--- src/rtl/if_prefetch_if.sv ---
// Bundle of the fetch-stage signals: redirect input, cache request/response
// and the IF/ID handshake. The prefetch stage takes the master side.
interface if_prefetch_if #(
  parameter int ADDR_W = 32,
  parameter int INST_W = 32
) ();
  logic              redirect_valid;
  logic [ADDR_W-1:0] redirect_pc;
  logic              req_valid;
  logic [ADDR_W-1:0] req_addr;
  logic              inst_available;
  logic [INST_W-1:0] inst_c;
  logic              inst_valid;
  logic [INST_W-1:0] inst_out;
  logic [ADDR_W-1:0] pc_out;
  logic              id_ready;
  logic              if_stall;

  modport master (
    input  redirect_valid, redirect_pc, inst_available, inst_c, id_ready,
    output req_valid, req_addr, inst_valid, inst_out, pc_out, if_stall
  );

  modport slave (
    output redirect_valid, redirect_pc, inst_available, inst_c, id_ready,
    input  req_valid, req_addr, inst_valid, inst_out, pc_out, if_stall
  );
endinterface

--- src/rtl/if_prefetch.sv ---
// Instruction-fetch stage with a prefetch queue. Issues one sequential cache
// request at a time, buffers returned instructions with their PCs, and hands
// the queue head to IF/ID. A redirect flushes the queue and makes any
// in-flight response stale so it is dropped when it arrives.
module if_prefetch #(
  parameter int ADDR_W   = 32,
  parameter int INST_W   = 32,
  parameter int DEPTH    = 4,
  parameter int RESET_PC = 0
) (
  input logic           clk,
  input logic           rst,
  if_prefetch_if.master bus
);

  localparam int PTR_W = $clog2(DEPTH);
  localparam logic [PTR_W:0] DEPTH_CNT = (PTR_W+1)'(DEPTH);

  typedef enum logic [1:0] {
    IDLE    = 2'd0,
    WAIT    = 2'd1,
    DISCARD = 2'd2
  } state_t;

  state_t            r_state;
  state_t            w_stateNext;
  logic [ADDR_W-1:0] r_fetchPc;
  logic [ADDR_W-1:0] r_reqAddrQ;
  logic [PTR_W-1:0]  r_rdPtr;
  logic [PTR_W-1:0]  r_wrPtr;
  logic [PTR_W:0]    r_count;
  logic [ADDR_W-1:0] r_pcMem   [DEPTH];
  logic [INST_W-1:0] r_instMem [DEPTH];

  logic w_issue;
  logic w_push;
  logic w_pop;
  logic w_notEmpty;

  assign w_notEmpty = (r_count != '0);

  // Next-state and issue/push decisions; redirect suppresses issue and push.
  always_comb begin
    w_stateNext = r_state;
    w_issue     = 1'b0;
    w_push      = 1'b0;
    unique case (r_state)
      IDLE: begin
        if (!bus.redirect_valid && (r_count < DEPTH_CNT)) begin
          w_issue     = 1'b1;
          w_stateNext = WAIT;
        end
      end
      WAIT: begin
        if (bus.inst_available) begin
          w_push      = !bus.redirect_valid;
          w_stateNext = IDLE;
        end else if (bus.redirect_valid) begin
          w_stateNext = DISCARD;
        end
      end
      DISCARD: begin
        if (bus.inst_available) begin
          w_stateNext = IDLE;
        end
      end
      default: w_stateNext = IDLE;
    endcase
  end

  assign w_pop = w_notEmpty && bus.id_ready && !bus.redirect_valid;

  // State register.
  always_ff @(posedge clk) begin
    if (rst) begin
      r_state <= IDLE;
    end else begin
      r_state <= w_stateNext;
    end
  end

  // Fetch PC, in-flight address, queue pointers and occupancy.
  always_ff @(posedge clk) begin
    if (rst) begin
      r_fetchPc  <= ADDR_W'(RESET_PC);
      r_reqAddrQ <= '0;
      r_rdPtr    <= '0;
      r_wrPtr    <= '0;
      r_count    <= '0;
    end else if (bus.redirect_valid) begin
      r_fetchPc <= bus.redirect_pc;
      r_rdPtr   <= r_wrPtr;
      r_count   <= '0;
    end else begin
      if (w_issue) begin
        r_reqAddrQ <= r_fetchPc;
        r_fetchPc  <= r_fetchPc + ADDR_W'(4);
      end
      if (w_push) begin
        r_wrPtr <= r_wrPtr + PTR_W'(1);
      end
      if (w_pop) begin
        r_rdPtr <= r_rdPtr + PTR_W'(1);
      end
      unique case ({w_push, w_pop})
        2'b10:   r_count <= r_count + (PTR_W+1)'(1);
        2'b01:   r_count <= r_count - (PTR_W+1)'(1);
        default: r_count <= r_count;
      endcase
    end
  end

  // Queue storage; a slot was reserved at issue so a push never overflows.
  always_ff @(posedge clk) begin
    if (w_push && !rst) begin
      r_pcMem[r_wrPtr]   <= r_reqAddrQ;
      r_instMem[r_wrPtr] <= bus.inst_c;
    end
  end

  assign bus.req_valid  = (r_state != IDLE);
  assign bus.req_addr   = (r_state != IDLE) ? r_reqAddrQ : r_fetchPc;
  assign bus.inst_valid = w_notEmpty;
  assign bus.inst_out   = w_notEmpty ? r_instMem[r_rdPtr] : '0;
  assign bus.pc_out     = w_notEmpty ? r_pcMem[r_rdPtr] : '0;
  assign bus.if_stall   = !w_notEmpty;

endmodule

--- src/flat_wrapper.sv ---
// flat-port wrapper written by rule: the top's interface ports become plain ports
module if_prefetch_flat 
#(
  parameter int ADDR_W   = 32,
  parameter int INST_W   = 32,
  parameter int DEPTH    = 4,
  parameter int RESET_PC = 0
)
  (clk, rst, bus_redirect_valid, bus_redirect_pc, bus_inst_available, bus_inst_c, bus_id_ready, bus_req_valid, bus_req_addr, bus_inst_valid, bus_inst_out, bus_pc_out, bus_if_stall);
  if_prefetch_if #(.ADDR_W(ADDR_W), .INST_W(INST_W)) bus_i ();
  input logic clk;
  input logic rst;
  input wire logic [$bits(bus_i.redirect_valid)-1:0] bus_redirect_valid;
  input wire logic [$bits(bus_i.redirect_pc)-1:0] bus_redirect_pc;
  input wire logic [$bits(bus_i.inst_available)-1:0] bus_inst_available;
  input wire logic [$bits(bus_i.inst_c)-1:0] bus_inst_c;
  input wire logic [$bits(bus_i.id_ready)-1:0] bus_id_ready;
  output wire logic [$bits(bus_i.req_valid)-1:0] bus_req_valid;
  output wire logic [$bits(bus_i.req_addr)-1:0] bus_req_addr;
  output wire logic [$bits(bus_i.inst_valid)-1:0] bus_inst_valid;
  output wire logic [$bits(bus_i.inst_out)-1:0] bus_inst_out;
  output wire logic [$bits(bus_i.pc_out)-1:0] bus_pc_out;
  output wire logic [$bits(bus_i.if_stall)-1:0] bus_if_stall;
  assign bus_i.redirect_valid = bus_redirect_valid;
  assign bus_i.redirect_pc = bus_redirect_pc;
  assign bus_i.inst_available = bus_inst_available;
  assign bus_i.inst_c = bus_inst_c;
  assign bus_i.id_ready = bus_id_ready;
  assign bus_req_valid = bus_i.req_valid;
  assign bus_req_addr = bus_i.req_addr;
  assign bus_inst_valid = bus_i.inst_valid;
  assign bus_inst_out = bus_i.inst_out;
  assign bus_pc_out = bus_i.pc_out;
  assign bus_if_stall = bus_i.if_stall;
  if_prefetch #(.ADDR_W(ADDR_W), .INST_W(INST_W), .DEPTH(DEPTH), .RESET_PC(RESET_PC)) u_core (.clk(clk), .rst(rst), .bus(bus_i));
endmodule
--- config.mk ---
export PLATFORM = sky130hd
export DESIGN_NAME = if_prefetch_flat
export DESIGN_NICKNAME = d
export VERILOG_FILES = /design/src/rtl/if_prefetch_if.sv /design/src/rtl/if_prefetch.sv /design/src/flat_wrapper.sv
export SDC_FILE = /design/constraint.sdc
export NUM_CORES = 1
export LEC_CHECK = 0
export CELL_PAD_IN_SITES_DETAIL_PLACEMENT = 0
export CELL_PAD_IN_SITES_GLOBAL_PLACEMENT = 2
export CORE_MARGIN = 3
export CORE_UTILIZATION = 39
export CTS_CLUSTER_DIAMETER = 80
export DETAILED_ROUTE_END_ITERATION = 8
export GPL_TIMING_DRIVEN = 0
export PLACE_DENSITY = 0.81
export SYNTH_ARGS = -nofsm -noshare
export SYNTH_HDL_FRONTEND = slang
export SYNTH_SLANG_ARGS = --single-unit
--- constraint.sdc ---
create_clock -name clk -period 3.6 [get_ports clk]
set_input_delay 0.72 -clock clk [delete_from_list [all_inputs] [get_ports clk]]
set_output_delay 0.72 -clock clk [all_outputs]
set_load 0.01 [all_outputs]
# == After elaboration in Yosys (flattened, before gate mapping) ==
# Memory sizes are Yosys's and may differ from the RTL's. A register that Yosys moved wholly into a read port is not among the register bits.
# Index checks and enable logic that the tools add are counted.
# totals
reg_bits,73
ram_bits,256
word_cells,62
mem_count,2
# memory_table
name,depth,width,read_ports,rd_clocked_by_memory_dff,write_ports,line_no,source
u_core.r_instMem,4,32,1,1,1,if_prefetch.sv:33,logic [INST_W-1:0] r_instMem [DEPTH];
u_core.r_pcMem,4,32,1,1,1,if_prefetch.sv:32,logic [ADDR_W-1:0] r_pcMem [DEPTH];
# classes
addsub,5
order_cmp,1
eq_ne,7
n_mux,23
bitwise,1
n_reduce_logical,17
# ops
operator,n
two-way mux 32 bit,5
"adder 32 x 3 -> 32 bit, second input constant",1
two-way mux 2 bit,10
nonzero test 2 bit,4
two-way mux 1 bit,6
one-hot mux 2 bit (3 select lines),1
one-hot mux 3 bit (2 select lines),1
"adder 2 x 1 -> 2 bit, second input constant",2
"equality test 2 x 1 -> 1 bit, second input constant",2
"equality test 2 bit, second input constant",2
logical AND 1 bit,4
AND reduction 2 bit,2
"adder 3 x 1 -> 3 bit, second input constant",1
zero test 1 bit,3
"< comparator 3 bit, second input constant",1
"!= test 3 bit, second input constant",1
AND reduction 3 bit,1
nonzero test 3 bit,1
"subtractor 3 x 1 -> 3 bit, second input constant",1
zero test 2 bit,1
"!= test 2 x 1 -> 1 bit, second input constant",1
"!= test 2 bit, second input constant",1
OR reduction 2 bit,1
inverter 1 bit,1

# == Depth between registers and ports, before layout ==
# Gate-level depths: netlist of the first run.
# logic_depth
word_depth,7
mapped_depth,10
ltp_nobuf,9

# == Worst setup path before layout of the first run ==
# Ideal clock, no wire load.
# synth_timing
kind,input to register
startpoint,in bus_redirect_valid
endpoint,"mem u_core.r_instMem[0][0], enable pin"
t_arrival_ns,2.926
required_time_ns,3.171
setup_slack_ns,0.245
path_stages,6
cell_sequence,clkbuf_1 > inv_1 > and3_1 > inv_1 > nor2_1 > and2_1
# synth_via
elab_chain_cells,6
# synth_lines
element,line_no,source
start: declaration,flat_wrapper.sv:13,input wire logic [$bits(bus_i.redirect_valid)-1:0] bus_redirect_valid;
zero test 1 bit,if_prefetch.sv:56,w_push = !bus.redirect_valid;
two-way mux 1 bit,if_prefetch.sv:55,if (bus.inst_available) begin
two-way mux 1 bit,if_prefetch.sv:47,unique case (r_state)
logical AND 1 bit,if_prefetch.sv:115,if (w_push && !rst) begin
two-way mux 1 bit,if_prefetch.sv:115,
two-way mux 1 bit (implied by the code),if_prefetch.sv:117,r_instMem[r_wrPtr] <= bus.inst_c;
end: declaration,if_prefetch.sv:33,
# No other way between the ends.

# == Final worst setup path of the first run ==
# layout_timing
startpoint,reg u_core.r_state[0]
endpoint,out bus_req_addr[22]
# layout_via
elab_chain_cells,2
# layout_lines
element,line_no,source
start: declaration,if_prefetch.sv:25,state_t r_state;
start signal: assignment,if_prefetch.sv:78,r_state <= w_stateNext;
nonzero test 2 bit,if_prefetch.sv:122,assign bus.req_addr = (r_state != IDLE) ? r_reqAddrQ : r_fetchPc;
two-way mux 32 bit,if_prefetch.sv:122,
end: declaration,flat_wrapper.sv:19,output wire logic [$bits(bus_i.req_addr)-1:0] bus_req_addr;
# No other way between the ends.

==> results.py, run 1 <==
metrics = {
    "clocking": {
        "ctsRootBufferMaster": "clkbuf_16",
        "clk_pin_slew_worst_paths_ns": 0.06,
        "cts_buffers": 36,
        "clock_path_buffers": 3,
        "htree_levels": 2,
        "cts_tree": "yes",
        "cts.sinks": 331,
        "worstSkewPairLatency_ns": 0.51,
    },
    "drt": {
        "drcViolationCount": 0,
        "drtPass1Iterations": 5,
        "wl_per_cell_um": 20.0,
        "wirelength_um": 31100,
        "viasPerCell": 5.03,
        "antenna_left": 0,
        "drt_iter0_drc": 592,
        "vias": 7832,
    },
    "timing": {
        "tightest_slew_ns": 0.830,
        "final.setup_skew_ns": 0.0182,
        "rsz0062_at_grt": "false",
        "fin_ws_ns": 0.132,
        "period_needed_ns": 3.47,
        "hold_viol_final": 0,
        "setup_viol": 0,
        "relSlewSlack_pct": 44.3,
        "fmax_mhz": 288,
        "holdWs_ns": 0.474,
        "fin_crit_sh_pct": 96.3,
        "fin_tns_setup_ns": 0,
        "finalMaxSlewViolations": 0,
    },
    "synth": {
        "ys_seq_elements": 331,
        "yosys_warnings": 0,
        "syn_nets": 954,
        "syn_avg_cell_area_um2": 15.2,
        "synth_common_cells": "256 x edfxtp_1, 101 x nand2_1, 75 x dfxtp_1",
        "synth_area_leaders": "edfxtp_1 57%, dfxtp_1 11%, mux4_2 11%",
        "synth_cells": 878,
        "synth_area_um2": 13400,
        "ys.flop_type": "edfxtp_1",
        "yosysTopAreaCell": "edfxtp_1",
        "synth.most_common_cell": "edfxtp_1",
        "yosysSeqAreaShare_pct": 68.7,
        "yosysUniqueCellTypes": 39,
        "yosysTopAreaCellShare_pct": 57.5,
        "synth-edff-count": 256,
        "synthArstFlopShare_pct": 0,
    },
    "finish": {
        "syn2layout_area_growth_pct": 26.8,
        "fin_util_pct": 50.3,
        "nNetsFinal": 1160,
        "n_antenna_cell": 0,
        "final_layout_size_suffix_gt1_share_pct": 15.6,
    },
    "floorplanning": {
        "io_pins": 168,
        "start_util_pct": 39.7,
        "fp-row-count": 67,
        "fp.dieArea_um2": 36500,
        "fp.coreArea_um2": 33700,
        "die_y_um": 191,
        "die_w_um": 191,
    },
    "place": {
        "portBuffers": 165,
        "gp_congestion": 0.823,
        "dp_slack_ns": -0.290,
        "place_hpwl_um": 21000,
    },
    "global_routing": {
        "grt_pass1_vias": 8074,
        "gr-usage-all-layers_pct": 17.0,
        "overflow": 0,
        "grt_max_degree": 51,
        "grt_pass1_wl_um": 47200,
        "antenna_found_initial": 0,
    },
    "power": {
        "p_per_area_nw_per_um2": 501,
        "leakagePower_nw": 5.49,
        "ir_drop_mv": 0.277,
        "p_total_w": 0.00849,
    },
    "critical_path": {
        "path_delay_family": "buffers and inverters",
        "start_kind": "flip-flop",
        "cp_max_fo": 10,
        "critPathRequiredTime_ns": 2.88,
        "end_kind": "primary output",
        "worstSetupPathType": "reg -> out",
        "path_buf_inv": 3,
        "worstPathArrival_ns": 2.75,
        "cp_slowest_stage_delay_ns": 0.52,
        "crit_chain": "buf_2 > nor2_4 > clkbuf_1 > mux2_2 > clkdlybuf4s50_1",
        "slowest_stage": "clkbuf_1",
    },
    "outcome": {
        "status": "complete, no violations",
    },
    "hold_path": {
        "hold_path_class": "reg -> reg",
    },
    "run": {
        "drv_cap": 0,
    },
}
flip-flops by register name (all words and copies together) (netlist names), named ones only:
name               flops
u_core.r_instMem     128
u_core.r_pcMem       128
u_core.r_fetchPc      32
u_core.r_reqAddrQ     32
u_core.r_count         3
u_core.r_rdPtr         2
u_core.r_state         2
u_core.r_wrPtr         2
cell usage in the layout (no fill, tap or decap), types with 15 or more instances in the layout:
cell type and count:
edfxtp_1 256, clkdlybuf4s50_1 165, nand2_1 101, dfxtp_1 73, and2_1 66, mux4_2 64
a21oi_1 47, clkbuf_1 42, clkbuf_16 38, nor2_1 34, mux2_2 26, nand3_1 16
a211oi_1 15
cell families (layout without fill, tap and decap cells):
group                      count (synthesis)  in the layout  synth area share, %
xor gates and xnor gates                  25             25                 1.64
AOI/OAI and AO/OA                         81             81                 3.57
DFF                                      331            331                 68.7
muxes                                     94             94                 13.3
buffers and inverters                     69            301                 1.96
adders and majority gates                  7              7                0.711
and+or+nand+nor                          271            271                 10.1
final timing paths:
path	cells past startpoint	end	slack (ns)	start
hold reg to reg	2	u_core.r_reqAddrQ[1]$_SDFFE_PP0P_	0.47	u_core.r_fetchPc[1]$_SDFFE_PP0P_
setup reg to reg	6	u_core.r_fetchPc[30]$_SDFFE_PP0N_	1.05	u_core.r_fetchPc[2]$_SDFFE_PP0N_
hold / removal	2	u_core.r_reqAddrQ[1]$_SDFFE_PP0P_	0.47	u_core.r_fetchPc[1]$_SDFFE_PP0P_
setup / recovery	5	bus_req_addr[22]	0.13	u_core.r_state[0]$_SDFFE_PP0P_
where the power goes:
group	internal, W	switching [W]	leakage (nW)	total, W
registers	0.00415	0.0000664	2.94	0.00422
logic	0.000269	0.000258	1.97	0.000527
clock network	0.00231	0.00143	0.576	0.00374
total	0.00673	0.00176	5.49	0.00849
metrics by stage:
step	std cells	area, µm²
6_report	1558	17000
5_1_grt	1558	17000
4_1_cts	1558	17000
3_5_place_dp	1496	15700
3_3_place_gp	1491	15600
2_1_floorplan	878	13400
cell type report:
class / instances / area, µm²
fill: 2932 / 16700
sequential: 331 / 9190
multi-input combinational: 478 / 3950
timing repair buffer: 170 / 1770
clock buffer: 48 / 998
tap: 448 / 561
buffer: 53 / 223
clock inverter: 16 / 220
inverter: 14 / 52.6
worst reg2reg max path, delay by kind of cell (launching register included):
family | cells | cell delay (ns)
adder cells (fa/ha/maj) | 1 | 0.30
AND/OR/NAND/NOR | 5 | 1.68
flip-flops | 1 | 0.52
layer usage:
layer / global-route usage, % / up-vias / wire length [µm]
met5: 0 / - / 0
met4: 4.12 / 0 / 620
met3: 3.36 / 40 / 1750
met2: 27.3 / 217 / 14600
met1: 24.0 / 3851 / 14100
li1: - / 3724 / -
repair_timing:
item                                    CTS  global route
resized for setup                        32             6
endpoints found under the setup margin   86            32
hold buffers                              0             0
setup buffers                             0             0
(Power assumes the default switching activity.)
==> run 2: changes to the inputs <==
Clock period 3.6 ns to 3.67 ns, I/O delays scaled along.
==> results.py, run 2 (synthesized netlist as in run 1, its figures left out) <==
metrics = {
    "finish": {
        "final_cell_mix": "256 x edfxtp_1, 165 x clkdlybuf4s50_1, 101 x nand2_1, 73 x dfxtp_1, 66 x and2_1",
        "final_area_um2": 17000,
        "instances_no_fill": 1558,
        "fillers": 2933,
        "n_antenna_cell": 0,
        "largestRegisters": "u_core.r_instMem x128, u_core.r_pcMem x128",
        "layout_commonest_cell": "edfxtp_1",
        "nNetsFinal": 1160,
        "syn2layout_area_growth_pct": 26.8,
        "fin_util_pct": 50.3,
        "final_layout_size_suffix_gt1_share_pct": 15.5,
    },
    "timing": {
        "fin_crit_sh_pct": 94.9,
        "final.setup_skew_ns": 0.0176,
        "finalMaxSlewViolations": 0,
        "fin_ws_ns": 0.187,
        "tightest_slew_ns": 0.830,
        "hold_viol_final": 0,
        "setup_viol": 0,
        "relSlewSlack_pct": 44.2,
        "rsz0062_at_grt": "false",
        "period_needed_ns": 3.48,
        "fmax_mhz": 287,
    },
    "place": {
        "portBuffers": 165,
        "dp_slack_ns": -0.234,
        "placed_cell_area_um2": 15700,
        "dp_cells": 1496,
        "place_hpwl_um": 21000,
        "gp_congestion": 0.823,
    },
    "critical_path": {
        "cp_max_fo": 10,
        "start_kind": "flip-flop",
        "worstPathArrival_ns": 2.75,
        "critPathRequiredTime_ns": 2.94,
        "worstSetupPathType": "reg -> out",
        "slowest_stage": "clkbuf_1",
        "cp_slowest_stage_delay_ns": 0.52,
        "crit_chain": "buf_2 > nor2_4 > clkbuf_1 > mux2_2 > clkdlybuf4s50_1",
        "end_kind": "primary output",
    },
    "drt": {
        "viasPerCell": 5.03,
        "drtPass1Iterations": 5,
        "drcViolationCount": 0,
        "antenna_left": 0,
        "wl_per_cell_um": 20.0,
        "drt_iter0_drc": 591,
        "vias": 7836,
        "wirelength_um": 31200,
    },
    "global_routing": {
        "antenna_found_initial": 0,
        "overflow": 0,
        "grt_pass1_vias": 8080,
        "gr-usage-all-layers_pct": 17.0,
        "grt_max_degree": 51,
        "grt_pass1_wl_um": 47200,
    },
    "floorplanning": {
        "io_pins": 168,
        "die_y_um": 191,
        "fp-row-count": 67,
        "fp.coreArea_um2": 33700,
        "start_util_pct": 39.7,
        "die_w_um": 191,
        "fp.dieArea_um2": 36500,
    },
    "clocking": {
        "cts_tree": "yes",
        "worstSkewPairLatency_ns": 0.51,
        "ctsRootBufferMaster": "clkbuf_16",
        "cts.sinks": 331,
        "clk_pin_slew_worst_paths_ns": 0.06,
        "cts_buffers": 36,
        "clock_path_buffers": 3,
        "postCtsSetupBuffers": 0,
        "htree_levels": 2,
        "postCtsHoldBufs": 0,
    },
    "power": {
        "ir_drop_mv": 0.271,
        "leakagePower_nw": 5.48,
        "p_per_area_nw_per_um2": 491,
    },
    "outcome": {
        "status": "complete, no violations",
    },
    "run": {
        "drv_cap": 0,
    },
    "hold_path": {
        "hold_path_class": "reg -> reg",
    },
}
run 2: cell count changes in the layout (fill, tap and decap cells not counted), sizes merged:
cell	delta
clkbuf	-2
buf	+2
run 2: repair_timing:
item | CTS | global route
hold endpoints to repair | 0 | 0
resized for setup | 24 | 12
setup endpoints to repair | 85 | 47
run 2: path summary, 6_finish.rpt:
kind / startpoint / to / slack (ns) / cells after the start
worst min-delay path: u_core.r_fetchPc[1]$_SDFFE_PP0P_ / u_core.r_reqAddrQ[1]$_SDFFE_PP0P_ / 0.47 / 2
worst min register to register: u_core.r_fetchPc[1]$_SDFFE_PP0P_ / u_core.r_reqAddrQ[1]$_SDFFE_PP0P_ / 0.47 / 2
worst max register to register: u_core.r_fetchPc[2]$_SDFFE_PP0N_ / u_core.r_fetchPc[30]$_SDFFE_PP0N_ / 1.12 / 6
worst max-delay path: u_core.r_state[0]$_SDFFE_PP0P_ / bus_req_addr[22] / 0.19 / 5
run 2: cell type report:
cell class / count / area, µm² / area share (%)
plain buffers: 53 / 216 / 1.28
clock buffers: 48 / 998 / 5.89
clock inverters: 16 / 220 / 1.30
inverters: 14 / 52.6 / 0.310
multi-input cells: 478 / 3950 / 23.3
flip-flops and latches: 331 / 9190 / 54.2
well taps: 448 / 561 / 3.31
repair buffers: 170 / 1770 / 10.4
run 2: worst max-delay path, delay by kind of cell (launching register included):
| family | cells | cell delay [ns] |
|---|---|---|
| muxes | 1 | 0.46 |
| DFF | 1 | 0.29 |
| buffers and inverters | 3 | 1.18 |
| and+or+nand+nor | 1 | 0.31 |
run 2: per-stage QoR:
step                TNS (ns)  hold WS, ns  total power, W
floorplan                  0        0.441         0.00447
global placement     -335.06        0.463         0.00473
finish                     0        0.473         0.00833
CTS                        0        0.478         0.00843
detailed placement     -7.48        0.468         0.00474
global route               0        0.496         0.00863
run 2: power by group:
group / switching [W] / internal [W]
Combinational: 0.000253 / 0.000263
Sequential: 0.0000651 / 0.00407
Clock: 0.00141 / 0.00227
run 2: per-layer routing:
layer | wire length [µm] | global-route usage [%] | vias to the layer above | part of all wire, %
li1 | - | - | 3727 | -
met1 | 14200 | 23.9 | 3849 | 46
met2 | 14700 | 27.4 | 219 | 47
met3 | 1670 | 3.36 | 41 | 5.3
met4 | 620 | 4.12 | 0 | 2.0
met5 | 0 | 0 | - | 0
